==> src/rtl/anabellek_hakem.sv <==
// anabellek_hakem: shares the single iomem port between the L1B (instruction,
// read-only) and L1V (data, read/write) cache controllers. Each grant covers
// one whole transaction. Priority is round-robin. Every transaction is
// followed by one idle cycle. A sticky watchdog flags grants that wait too
// long for iomem_ready_i.
//
// state  | meaning
// BOSTA  | idle, iomem port released, picks the next requester
// BUYRUK | L1B owns the port until iomem_ready_i
// VERI   | L1V owns the port until iomem_ready_i
module anabellek_hakem #(
    parameter bit          ONCELIK_BASLANGIC = 1'b0,
    parameter logic [15:0] BEKLEME_SINIRI    = 16'd1000
) (
    input  logic        clk_i,
    input  logic        rst_i,
    input  logic [18:2] l1b_addr_i,
    input  logic        l1b_valid_i,
    output logic [31:0] l1b_rdata_o,
    output logic        l1b_ready_o,
    input  logic [18:2] l1v_addr_i,
    input  logic        l1v_valid_i,
    input  logic [31:0] l1v_wdata_i,
    input  logic [3:0]  l1v_wstrb_i,
    output logic [31:0] l1v_rdata_o,
    output logic        l1v_ready_o,
    output logic [18:2] iomem_addr_o,
    output logic        iomem_valid_o,
    output logic [31:0] iomem_wdata_o,
    output logic [3:0]  iomem_wstrb_o,
    input  logic [31:0] iomem_rdata_i,
    input  logic        iomem_ready_i,
    output logic        hata_o
);

    typedef enum logic [1:0] {
        BOSTA  = 2'd0,
        BUYRUK = 2'd1,
        VERI   = 2'd2
    } durum_t;

    durum_t      durum_r;
    logic        oncelik_r;   // 1: L1B wins a tie, 0: L1V wins a tie
    logic [15:0] sayac_r;
    logic        granted;

    assign granted = (durum_r == BUYRUK) || (durum_r == VERI);

    // Grant sequencing, round-robin priority update and the grant watchdog.
    always_ff @(posedge clk_i) begin
        if (rst_i) begin
            durum_r   <= BOSTA;
            oncelik_r <= ONCELIK_BASLANGIC;
            sayac_r   <= 16'd0;
            hata_o    <= 1'b0;
        end else begin
            case (durum_r)
                BOSTA: begin
                    if (l1b_valid_i && (!l1v_valid_i || oncelik_r)) begin
                        durum_r <= BUYRUK;
                        sayac_r <= 16'd0;
                    end else if (l1v_valid_i) begin
                        durum_r <= VERI;
                        sayac_r <= 16'd0;
                    end
                end
                BUYRUK: begin
                    if (iomem_ready_i) begin
                        durum_r   <= BOSTA;
                        oncelik_r <= 1'b0;
                    end
                end
                VERI: begin
                    if (iomem_ready_i) begin
                        durum_r   <= BOSTA;
                        oncelik_r <= 1'b1;
                    end
                end
                default: durum_r <= BOSTA;
            endcase

            // Counting only matters while granted; entry from BOSTA clears it.
            if (granted) begin
                if (!iomem_ready_i && (sayac_r != 16'hFFFF))
                    sayac_r <= sayac_r + 16'd1;
                if (sayac_r == BEKLEME_SINIRI)
                    hata_o <= 1'b1;
            end
        end
    end

    // Steer the iomem port to the granted requester; everything else reads 0.
    always_comb begin
        iomem_valid_o = 1'b0;
        iomem_addr_o  = '0;
        iomem_wdata_o = 32'd0;
        iomem_wstrb_o = 4'd0;
        l1b_ready_o   = 1'b0;
        l1b_rdata_o   = 32'd0;
        l1v_ready_o   = 1'b0;
        l1v_rdata_o   = 32'd0;
        case (durum_r)
            BUYRUK: begin
                iomem_valid_o = 1'b1;
                iomem_addr_o  = l1b_addr_i;
                l1b_ready_o   = iomem_ready_i;
                l1b_rdata_o   = iomem_rdata_i;
            end
            VERI: begin
                iomem_valid_o = 1'b1;
                iomem_addr_o  = l1v_addr_i;
                iomem_wdata_o = l1v_wdata_i;
                iomem_wstrb_o = l1v_wstrb_i;
                l1v_ready_o   = iomem_ready_i;
                l1v_rdata_o   = iomem_rdata_i;
            end
            default: ;
        endcase
    end

endmodule

==> config.mk <==
export PLATFORM = sky130hd
export DESIGN_NAME = anabellek_hakem
export DESIGN_NICKNAME = d
export VERILOG_FILES = /design/src/rtl/anabellek_hakem.sv
export SDC_FILE = /design/constraint.sdc
export NUM_CORES = 1
export LEC_CHECK = 0
export CAP_MARGIN = 20
export CORE_UTILIZATION = 27
export DETAILED_ROUTE_END_ITERATION = 10
export GPL_TIMING_DRIVEN = 0
export PLACE_DENSITY = 0.83
export REMOVE_ABC_BUFFERS = 1
export SKIP_CTS_REPAIR_TIMING = 1
export SYNTH_ARGS = -nofsm -noshare
export SYNTH_HDL_FRONTEND = slang
export SYNTH_SLANG_ARGS = --single-unit
==> constraint.sdc <==
create_clock -name clk_i -period 2 [get_ports clk_i]
set_clock_uncertainty 0.1 [all_clocks]
set_input_delay 0.2 -clock clk_i [delete_from_list [all_inputs] [get_ports clk_i]]
set_output_delay 0.2 -clock clk_i [all_outputs]
set_load 0.02 [all_outputs]
==> summary.md <==
| Metric | Value |
|---|---|
| Max Root-Sink Buffers | 2 |
| FF-to-FF End | sayac_r[0] |
| Ys async rst share | 0% |
| Outcome | complete, no violations |
| GR peak layer | met2 |
| Worst hold path type | register to register |
| Placed cell count | 624 |
| Peak supply drop | 0.386 mV |
| Vias in the first global route | 3,034 |
| Sequential Power Share | 21.1% |
| DIE AREA | 8930 um^2 |
| Crit path kind | register to primary output |
| Core area | 8260 um^2 |
| Final RePlAce weighted congestion | 0.952 |
| Seq. cell area | 413 um^2 |
| First-pass GRT wire length | 17,700 um |
| Hold Crit Depth | 2 |
| Worst Tran Pin Value | 1010 ps |
| Syn avg cell area | 7.33 um^2 |
| Slew Limit Fails | 0 |
| M3 GR Usage | 4.35% |
| Placed inst area | 4650 um^2 |
| RR Startpoint | sayac_r[14] |
| Net Sw Frac | 39.4% |
| Final nets | 654 |
| CP Data Required Time | 1700 ps |
| Synth warn | 0 |
| Initial Util | 28.0% |
| Worst r2r path cells | 5 |
| Largest net degree at the start of global routing | 52 |
| Leakage | 3.62 nW |
| Tcrit/Tclk final | 99.9% |
| Startpoint types | register |
| CP max FO | 51 |
| Footprint of the multi-input gates | 1860 um^2 |
| Met2 global-route usage | 51.8% |
| Routed wire length | 13,900 um |
| Critical path buffer and inverter count | 3 |
| Die height | 94.5 um |
| Vias after detailed routing | 3,361 |
| Yosys cell types | 48 |
| Filler instances | 715 |
| Initial antenna violation count | 2 |
| Slew HR | 32.6% |
| Post-DP HPWL | 10,500 um |
| Drt drc | 0 |
| Met1 usage in global routing | 24.6% |
| Critical Path AT | 1700 ps |
| Worst Hold Path EP | hata_o |
| Worst hold start | hata_o |
| Syn Std Cell Area | 2310 um^2 |
| Die W | 94.5 um |
| CTS Root Cell | clkbuf_8 |
| Tot GR Track Use | 27.0% |
| Setup WS pre-CTS | -625 ps |
| Crit path cell chain | inv_1 > ha_4 > buf_12 > and2_1 > dlymetal6s2s_1 |
| Ys flop type | dfxtp_1 |
| Layout cell share with drive strength beyond 1 | 13.5% |
| Non-Filler Instances | 647 |
| Int Power | 1.20 mW |
| Via density | 5.19 |
| # H-tree levels | 1 |
| Worst hold slack | 409 ps |
| Max cap viols | 0 |
| Final min period | 2000 ps |
| Pwr Total | 1.98 mW |
| Number of synthesized flops with an enable pin | 0 |
| Row count | 33 |
| Worst-path clk slew | 80 ps |
| Finished Cell Area | 5150 um^2 |
| Final setup viols | 0 |
| Comb pwr share | 62.6% |
| Num Clock Sinks | 20 |
| Setup TNS | 0 ps |
| P_sw | 0.779 mW |
| Smallest setup slack after layout | 2.87 ps |
| DR iter-0 viols | 129 |
| Clock Latency Late Sink | 270 ps |
| Final ANT Viol Nets | 0 |
| Slowest CP cell | dfxtp_2 |
| Post-synthesis sequential area ratio | 17.3% |
| Mapped Cells | 315 |
| Final Util | 62.3% |
| CTS tree | yes |
| Max Clock Freq | 501 MHz |
| CP max stage delay | 350 ps |
| GR Overflow Total | 0 |
| Reg2reg setup slack | 50 ps |
| Power Density | 384 nW/um^2 |
| Port-buffer cells | 227 |
| DR WL/cell | 21.5 um |
| Hold Violations, Final | 0 |
| TritonRoute pass-1 iters | 4 |
| #FFs+latches synth | 20 |
| Crit. End Element | primary output |
| Area Growth Syn to Fin | 123% |
| Clock share of power | 16.3% |
| Critical path's top delay family | buffers and inverters |
| TritonCTS Buffers | 3 |
| Io pins | 228 |
[flip-flops by register name, indices dropped and copies added (netlist names)]
name and cells:
hata_o 1, durum_r 2, sayac_r 16, oncelik_r 1
[worst register-to-register path: cells and delay by family (launching register included)]
kind                   cells  cell delay [ps]
AND/OR/NAND/NOR            3             1010
flip-flops                 1              440
buffers and inverters      1              170
AO/OA/AOI/OAI              1               80
[synthesized netlist by cell type, types with 2 or more instances]
library cell	n	area share, %
o31ai_1	2	0.65
nor2_1	10	1.6
o311ai_1	2	0.76
nand2_1	12	2.0
a22oi_1	17	5.5
a21oi_1	7	1.5
inv_1	8	1.3
ha_1	5	2.7
and4_1	5	1.9
o221ai_2	2	1.3
nor2b_1	24	6.5
nand4_1	11	3.0
nand2b_1	5	1.4
o2111ai_1	4	1.5
o21ai_1	5	1.1
nor4_1	2	0.54
dfxtp_1	20	17
o21ai_0	5	1.1
buf_2	2	0.43
nor4b_1	2	0.76
clkbuf_1	22	3.6
and3_1	2	0.54
nor3_1	4	0.87
a311oi_2	2	1.3
or4_1	2	0.65
and2_1	101	27
nand3_1	5	1.1
o211ai_1	6	2.0
a41oi_1	2	0.76
[power by group through the flow]
| stage | Clock (mW) | Sequential, mW | Combinational [mW] |
|---|---|---|---|
| 5_1_grt | 0.345 | 0.419 | 1.30 |
| 3_3_place_gp | 0 | 0.422 | 1.14 |
| 2_1_floorplan | 0 | 0.421 | 0.495 |
| 3_5_place_dp | 0 | 0.423 | 1.17 |
| 4_1_cts | 0.332 | 0.413 | 1.18 |
| 6_report | 0.323 | 0.417 | 1.24 |
[routing by layer]
metal | vias to the layer above | wire length, um | part of all wire (%)
met3 | 51 | 963 | 6.9
li1 | 1573 | - | -
met2 | 171 | 7480 | 54
met4 | 2 | 1080 | 7.7
met5 | - | 16 | 0.12
met1 | 1564 | 4370 | 31
[cell families (layout without fill, tap and decap cells)]
| family | after synthesis | count (layout) | share of synthesized area [%] |
|---|---|---|---|
| AO/OA/AOI/OAI | 60 | 60 | 20.3 |
| other | 0 | 1 | 0 |
| AND/OR/NAND/NOR | 196 | 197 | 53.7 |
| adder cells (fa/ha/maj) | 5 | 5 | 2.71 |
| flip-flops | 20 | 20 | 17.3 |
| buffers and inverters | 34 | 259 | 6.01 |
[cell type report]
class                      instances  share of cell area (%)
sequential                        20                    8.02
inverter                           8                   0.583
multi-input combinational        262                    36.1
antenna                            1                  0.0486
timing repair buffer             247                    51.6
tap                              105                    2.55
clock buffer                       4                    1.07
[cells in the final DEF (no fill, tap or decap), types with 5 or more instances in the layout]
| cell type | instances |
|---|---|
| a21oi_1 | 7 |
| clkdlybuf4s50_1 | 106 |
| o21ai_1 | 5 |
| nand3_1 | 5 |
| and2_1 | 101 |
| clkbuf_2 | 16 |
| dfxtp_1 | 10 |
| and4_1 | 5 |
| buf_4 | 14 |
| nor2_1 | 10 |
| nand4_1 | 11 |
| nand2_1 | 12 |
| dfxtp_2 | 10 |
| inv_1 | 8 |
| a22oi_1 | 16 |
| nor2b_1 | 23 |
| dlymetal6s2s_1 | 105 |
| o21ai_0 | 5 |
| o211ai_1 | 6 |
[worst max path at each step]
stage,startpoint,endpoint,slack [ps],cells after the start
5_1_grt,durum_r[0],l1v_rdata_o[7],-90,5
3_5_place_dp,durum_r[0],sayac_r[11],-630,6
3_3_place_gp,durum_r[0],iomem_addr_o[3],-1580,5
2_1_floorplan,durum_r[0],sayac_r[12],-460,5
6_report,durum_r[0],l1v_rdata_o[7],3,5
4_1_cts,durum_r[0],iomem_wdata_o[23],-720,5
No activity file was read; power rests on OpenSTA's default activity.
